<file path="config.mk">
export PLATFORM = sky130hd
export DESIGN_NAME = l1_ld_mem_sched
export DESIGN_NICKNAME = d
export VERILOG_FILES = /design/src/rtl/l1_ld_mem_sched.sv
export SDC_FILE = /design/constraint.sdc
export NUM_CORES = 1
export LEC_CHECK = 0
export CAP_MARGIN = 15
export CORE_AREA = 2 2 88 90
export CTS_BUF_LIST = sky130_fd_sc_hd__clkbuf_4 sky130_fd_sc_hd__clkbuf_8 sky130_fd_sc_hd__clkbuf_16
export CTS_CLUSTER_SIZE = 16
export DETAILED_ROUTE_END_ITERATION = 12
export DIE_AREA = 0 0 90 92
export PLACE_DENSITY = 0.78
export SKIP_LAST_GASP = 1
export SLEW_MARGIN = 20
export SYNTH_ARGS = -nofsm -noshare
export SYNTH_HDL_FRONTEND = slang
export SYNTH_SLANG_ARGS = --single-unit
</file>
<file path="constraint.sdc">
create_clock -name CLK -period 4.5 [get_ports CLK]
set_clock_uncertainty 0.05 [all_clocks]
set_input_delay 0.9 -clock CLK [delete_from_list [all_inputs] [get_ports CLK]]
set_output_delay 0.9 -clock CLK [all_outputs]
set_load 0.01 [all_outputs]
</file>
<file path="src/rtl/l1_ld_mem_sched.sv">
// ============================================================================
// Module   : l1_ld_mem_sched
// Purpose  : Scheduler in front of the L1 load-cache data/tag array. The array
//            has one synchronous read port and one write port. The scheduler
//            shares the write port between refill and update requesters with
//            round-robin arbitration. It runs full-array zeroing sweeps
//            (flush) and keeps a read coherent with a write to the same
//            address in the same cycle. All traffic is held off until the
//            array reports that its post-reset clear has finished.
// Revision : 1.0 - initial release
//
// Build option:
//   L1_LD_MEM_SCHED_BYPASS_EN - when defined, a read that collides with a
//   same-cycle write is accepted, and the write data is forwarded as the read
//   response. When undefined, the colliding read is stalled for one cycle.
//
// Ports:
//   CLK, RST_N               clock, asynchronous active-low reset
//   i_mem_ready              array post-reset clear complete
//   i_rd_val/i_rd_addr       read request        -> o_rd_ack
//   o_rd_data_val/o_rd_data  read response, 1 cycle after o_rd_ack
//   i_refill_*               refill write request -> o_refill_ack
//   i_upd_*                  update write request -> o_upd_ack
//   i_flush_req              request a zeroing sweep (level, sampled)
//   o_flush_done             1-cycle pulse in the first cycle after a sweep
//   o_busy                   high in INIT or FLUSH
//   o_mem_ren/o_mem_raddr    array read port; i_mem_rdata returns 1 cycle later
//   o_mem_wen/o_mem_waddr/o_mem_wdata  array write port
// ============================================================================
`default_nettype none

module l1_ld_mem_sched #(
  parameter int WIDTH = 32,
  parameter int DEPTH = 1024,
  localparam int c_AW = (DEPTH > 1) ? $clog2(DEPTH) : 1
) (
  input  logic             CLK,
  input  logic             RST_N,
  input  logic             i_mem_ready,
  input  logic             i_rd_val,
  input  logic [c_AW-1:0]  i_rd_addr,
  output logic             o_rd_ack,
  output logic             o_rd_data_val,
  output logic [WIDTH-1:0] o_rd_data,
  input  logic             i_refill_val,
  input  logic [c_AW-1:0]  i_refill_addr,
  input  logic [WIDTH-1:0] i_refill_data,
  output logic             o_refill_ack,
  input  logic             i_upd_val,
  input  logic [c_AW-1:0]  i_upd_addr,
  input  logic [WIDTH-1:0] i_upd_data,
  output logic             o_upd_ack,
  input  logic             i_flush_req,
  output logic             o_flush_done,
  output logic             o_busy,
  output logic             o_mem_ren,
  output logic [c_AW-1:0]  o_mem_raddr,
  input  logic [WIDTH-1:0] i_mem_rdata,
  output logic             o_mem_wen,
  output logic [c_AW-1:0]  o_mem_waddr,
  output logic [WIDTH-1:0] o_mem_wdata
);

  localparam logic [c_AW-1:0] c_LAST = c_AW'(DEPTH - 1);

  typedef enum logic [1:0] {
    S_INIT  = 2'd0,
    S_RUN   = 2'd1,
    S_FLUSH = 2'd2
  } state_t;

  state_t            r_state;
  state_t            w_state_nxt;
  logic [c_AW-1:0]   r_cnt;
  logic              r_pend;       // flush requested, sweep not yet started
  logic              r_rr;         // 0: refill favoured on a tie, 1: update favoured
  logic              r_rd_dv;
  logic              r_flush_done;

  logic              w_refill_ack;
  logic              w_upd_ack;
  logic              w_rd_ack;
  logic              w_busy;
  logic              w_conflict;
  logic              w_mem_ren;
  logic [c_AW-1:0]   w_mem_raddr;
  logic              w_mem_wen;
  logic [c_AW-1:0]   w_mem_waddr;
  logic [WIDTH-1:0]  w_mem_wdata;
  logic              w_flush_enter;
  logic              w_sweep_last;

  // --------------------------------------------------------------------------
  // State register
  // --------------------------------------------------------------------------
  always_ff @(posedge CLK or negedge RST_N) begin
    if (!RST_N) begin
      r_state <= S_INIT;
    end else begin
      r_state <= w_state_nxt;
    end
  end

  // --------------------------------------------------------------------------
  // Next state, acks and array port drive
  // --------------------------------------------------------------------------
  always_comb begin
    w_state_nxt  = r_state;
    w_refill_ack = 1'b0;
    w_upd_ack    = 1'b0;
    w_rd_ack     = 1'b0;
    w_busy       = 1'b1;
    w_conflict   = 1'b0;
    w_mem_ren    = 1'b0;
    w_mem_raddr  = '0;
    w_mem_wen    = 1'b0;
    w_mem_waddr  = '0;
    w_mem_wdata  = '0;

    case (r_state)
      S_INIT: begin
        if (i_mem_ready) begin
          w_state_nxt = S_RUN;
        end
      end

      S_RUN: begin
        w_busy = 1'b0;
        // A lone requester always wins; on a tie the pointer decides.
        if (i_refill_val && (!i_upd_val || !r_rr)) begin
          w_refill_ack = 1'b1;
          w_mem_wen    = 1'b1;
          w_mem_waddr  = i_refill_addr;
          w_mem_wdata  = i_refill_data;
        end else if (i_upd_val) begin
          w_upd_ack    = 1'b1;
          w_mem_wen    = 1'b1;
          w_mem_waddr  = i_upd_addr;
          w_mem_wdata  = i_upd_data;
        end

        w_conflict = w_mem_wen && (i_rd_addr == w_mem_waddr);
`ifdef L1_LD_MEM_SCHED_BYPASS_EN
        w_rd_ack = i_rd_val;
`else
        // The array's read-during-write result is undefined, so hold the read off.
        w_rd_ack = i_rd_val && !w_conflict;
`endif
        if (w_rd_ack) begin
          w_mem_ren   = 1'b1;
          w_mem_raddr = i_rd_addr;
        end

        // Requests in this cycle are still served; the sweep starts at the edge.
        if (r_pend) begin
          w_state_nxt = S_FLUSH;
        end
      end

      S_FLUSH: begin
        w_mem_wen   = 1'b1;
        w_mem_waddr = r_cnt;
        if (r_cnt == c_LAST) begin
          w_state_nxt = S_RUN;
        end
      end

      default: begin
        w_state_nxt = S_INIT;
      end
    endcase
  end

  assign w_flush_enter = (r_state == S_RUN) && (w_state_nxt == S_FLUSH);
  assign w_sweep_last  = (r_state == S_FLUSH) && (r_cnt == c_LAST);

  // --------------------------------------------------------------------------
  // Sweep counter, pending flag, arbitration pointer, response timing
  // --------------------------------------------------------------------------
  always_ff @(posedge CLK or negedge RST_N) begin
    if (!RST_N) begin
      r_cnt        <= '0;
      r_pend       <= 1'b0;
      r_rr         <= 1'b0;
      r_rd_dv      <= 1'b0;
      r_flush_done <= 1'b0;
    end else begin
      if ((r_state == S_FLUSH) && !w_sweep_last) begin
        r_cnt <= r_cnt + 1'b1;
      end else begin
        r_cnt <= '0;
      end

      // Entering the sweep consumes the request; a request seen during the
      // sweep re-arms the flag so another full sweep follows.
      if (w_flush_enter) begin
        r_pend <= 1'b0;
      end else if (i_flush_req) begin
        r_pend <= 1'b1;
      end

      if ((r_state == S_RUN) && i_refill_val && i_upd_val) begin
        r_rr <= ~r_rr;
      end

      r_rd_dv      <= w_rd_ack;
      r_flush_done <= w_sweep_last;
    end
  end

`ifdef L1_LD_MEM_SCHED_BYPASS_EN
  // --------------------------------------------------------------------------
  // Forwarding of write data to a colliding read
  // --------------------------------------------------------------------------
  logic             r_byp_sel;
  logic [WIDTH-1:0] r_byp_data;

  always_ff @(posedge CLK or negedge RST_N) begin
    if (!RST_N) begin
      r_byp_sel  <= 1'b0;
      r_byp_data <= '0;
    end else begin
      r_byp_sel <= w_rd_ack && w_conflict;
      if (w_rd_ack && w_conflict) begin
        r_byp_data <= w_mem_wdata;
      end
    end
  end

  assign o_rd_data = r_rd_dv ? (r_byp_sel ? r_byp_data : i_mem_rdata) : '0;
`else
  assign o_rd_data = r_rd_dv ? i_mem_rdata : '0;
`endif

  assign o_rd_ack      = w_rd_ack;
  assign o_refill_ack  = w_refill_ack;
  assign o_upd_ack     = w_upd_ack;
  assign o_rd_data_val = r_rd_dv;
  assign o_flush_done  = r_flush_done;
  assign o_busy        = w_busy;
  assign o_mem_ren     = w_mem_ren;
  assign o_mem_raddr   = w_mem_raddr;
  assign o_mem_wen     = w_mem_wen;
  assign o_mem_waddr   = w_mem_waddr;
  assign o_mem_wdata   = w_mem_wdata;

endmodule

`default_nettype wire

</file>
==> summary.md <==
| Metric | Value |
|---|---|
| Status | completed |
| Mapped Area | roughly 0.0018 mm2 |
| Top cells by area, synth | dfrtp_1, and2_1, a22o_1, xnor2_1, nor2_1 |
| Logic pwr share | 0.376 |
| Worst slew pin tran | between 0.7 and 0.8 ns |
| Cell row count | 32 |
| Simple-gate share of the synthesized area | 0.308 |
| Avg Inst Size Synth | 7.98 um2 |
| TritonCTS Buffers | 3 |
| Data required, critical path | approximately 3.6 ns |
| Clock root buffer | clkbuf_8 |
| Final worst slack | 0.203 ns |
| Port bufs | roughly 220 |
| Hold_sp | r_cnt[0]$_DFF_PN0_ |
| CTS Sinks | 16 |
| First-pass GRT wire length | 13,300 um |
| Die Wd | 90 um |
| WHS | approximately 0.47 ns |
| Hpwl dp | ~7500 um |
| Top FF cell, synth | dfrtp_1 |
| Net switching power | between 0.09 and 0.1 mW |
| Deepest clock path buffer count | 2 |
| Cell leakage power | 1.63 nW |
| Final cycle utilization of the critical path | 0.955 |
| Die ar. | 0.00828 mm2 |
| Share of power burned in registers | 0.331 |
| Multiplexer area fraction after synthesis | 0 |
| Worst path max stage delay | about 0.5 ns |
| Hold WC Path Type | register to register |
| Drt first-iter violations | 63 |
| RSZ-0062 raised after global routing | false |
| Switch share | 0.215 |
| Via density | around 4.7 |
| Synth Area in Adders | 0.0342 |
| Crit path cell chain | clkdlybuf4s50_1, buf_4, nand2b_4, a32oi_1, xnor2_1, nor4_2, a31oi_4, and2_1, clkdlybuf4s50_1 |
| Clock power share | 0.292 |
| Initial antenna violation count | 0 |
| DRC violations left | 0 |
| Worst reg-to-reg path cell count | 5 |
| Total chip power | between 0.4 and 0.5 mW |
| Antenna diodes | 0 |
| Hold worst-path end | r_cnt[0]$_DFF_PN0_ |
| Gr ovfl total | 0 |
| Share of cells above drive strength 1 | 0.0449 |
| CORE AREA | around 0.0074 mm2 |
| Worst Hold Depth | 1 |
| Worst slack, placed | -0.129 ns |
| Final GP Congestion | between 0.9 and 1 |
| DR WL/cell | 16.6 um |
| Critical path's slowest cell | clkdlybuf4s50_1 |
| CP Buf/Inv Count | 3 |
| Startpoint Class | input pin |
| Commonest non-fill, non-tap cells in the layout | clkdlybuf4s50_1, and2_1, a22o_1 |
| Crit. End Element | output port |
| Async set-reset flop share out of synthesis | 1.00 |
| Post-layout minimum cycle time | roughly 4.3 ns |
| Antenna Nets Post-Route | 0 |
| Skew-Pair Late Insertion Delay | 0.25 ns |
| Crit Path Max Fanout | 13 |
| Compound-Gate Fraction of Synth Area | 0.282 |
| Boundary pin count | 225 |
| Worst reg-to-reg setup slack | between 2 and 3 ns |
| Top cell family by delay on the critical path | buffers and inverters |
| EDFF count, synth | 0 |
| Syn. warnings | 0 |
| Clock slew at reported path FFs | 0.06 ns |
| Number of max-cap violations | 0 |
| Slew Limit Headroom | 0.504 |
| Area leader, netlist | dfrtp_1 |
| R2r startpoint | r_rr$_DFFE_PN0P_ |
| GRT Util Overall | 0.199 |
| WS Path Type | input pin to output port |
| P_int | around 0.34 mW |
| Pin count of the biggest net entering global routing | 34 |
| Max H-tree Level | 1 |
| Final nets | 584 |
| Post-Synth XOR/XNOR Area | 0.0959 |
| Largest family of logic cells by synthesized area | simple AND/OR/NAND/NOR gates |
| Initial Utilization | 0.245 |
| Post-synthesis sequential element count | 16 |
| Most used cell, CP | clkdlybuf4s50_1 |
| Fin util | 0.571 |
| Area added between synthesis and finish | 133% |
| TritonCTS clock tree | yes |
| Final Max Tran Viols | 0 |
| Layout fillers | just under 700 |
| Syn Inst Count | 229 |
| FMAX | between 200 and 250 MHz |
| Reg2reg end | o_rd_data_val$_DFF_PN0_ |
| Pwr dens | 102 mW/mm2 |
| Sequential area share after synthesis | 0.219 |
| Vias | between 2,000 and 3,000 |
| Vias in the first global route | 2,363 |
| Final hold viol count | 0 |
| Setup TNS | 0 ns |
| Share of the synthesized area in the top cell type | 0.219 |
| Max VDD drop | ~0.16 mV |
| Final setup viols | 0 |
| WP data arrival | around 3.4 ns |
| 1st-pass router iterations | 4 |
| Most common cell after layout, fill and taps aside | clkdlybuf4s50_1 |
| Setup bufs post-CTS | 0 |
| Distinct cell type count after synthesis | 31 |
| Die height | 92 um |
| Final WL | 9080 um |
| Net Count, Synth | between 300 and 400 |
[sequential cells by signal, indices dropped and copies added (netlist names)]
signal / cells
r_cnt: 10
r_state: 2
o_flush_done: 1
o_rd_data_val: 1
r_pend: 1
r_rr: 1
[power groups by stage]
| stage | sequential (mW) | combinational [mW] | clock [mW] |
|---|---|---|---|
| after floorplan | 0.147 | 0.0266 | 0 |
| after global placement | 0.147 | 0.156 | 0 |
| after detailed placement | 0.147 | 0.159 | 0 |
| after CTS | 0.144 | 0.160 | 0.131 |
| after global routing | 0.144 | 0.173 | 0.140 |
| final | 0.144 | 0.163 | 0.127 |
[metrics by stage]
step	instances	cell area [um2]
floorplan	229	1830
global placement	543	4170
detailed placement	543	4170
CTS	547	4230
global route	547	4260
finish	547	4260
[cells by family (layout without fill, tap and decap cells)]
logic type / count (synthesis) / count (layout)
adders and majority gates: 5 / 5
AOI/OAI and AO/OA: 62 / 62
DFF: 16 / 16
buffers and inverters: 24 / 240
xor gates and xnor gates: 20 / 20
and+or+nand+nor: 102 / 102
[what timing repair did]
action                                  CTS  global route
hold buffers                              0             0
gates resized for setup                   1             3
endpoints found under the setup margin   12            10
pin swaps                                 0             0
[layout make-up]
cell class	instances	area [um2]	share of cell area
Tap cell	102	128	0.0300
Multi-Input combinational cell	189	1340	0.315
Clock buffer	4	55.1	0.0129
Sequential cell	16	400	0.0941
Timing Repair Buffer	232	2310	0.544
Inverter	4	15.0	0.00353
[cells in the mapped netlist (2+ instances only)]
master,count
and4_1,2
a32oi_1,6
a21oi_1,2
buf_2,2
inv_1,4
buf_6,2
a32oi_2,3
clkbuf_1,15
ha_1,5
o21ai_0,10
xor2_1,4
nand2_1,15
xnor2_1,16
dfrtp_1,16
nor2_1,17
a22o_1,33
and3_1,2
a22oi_1,2
nor4_1,2
nand3_1,6
and2_1,55
[worst register-to-register path, stage by stage (launching register included)]
cell,delay (ns)
dfrtp_1,0.42
nand2b_4,0.22
a32oi_1,0.31
xnor2_1,0.12
nor4_2,0.38
a31oi_4,0.21
[per-layer routing]
layer | global-route usage | share of wire
met5 | 0 | 0
met4 | 0.0269 | 0.0089
met1 | 0.264 | 0.44
met3 | 0.0444 | 0.058
met2 | 0.341 | 0.50
[how the worst max path moves through the flow]
stage,depth (start not counted),slack [ns],end,startpoint
final,9,0.20,o_mem_raddr[2],i_refill_val
after global routing,9,0.008,o_mem_raddr[4],i_refill_val
after CTS,9,0.11,o_mem_raddr[8],i_refill_val
after detailed placement,9,-0.13,o_mem_raddr[8],i_refill_val
after global placement,9,-0.06,o_mem_raddr[7],i_refill_val
after floorplan,8,1.39,o_mem_raddr[0],i_refill_val
No activity file was read; power rests on OpenSTA's default activity.
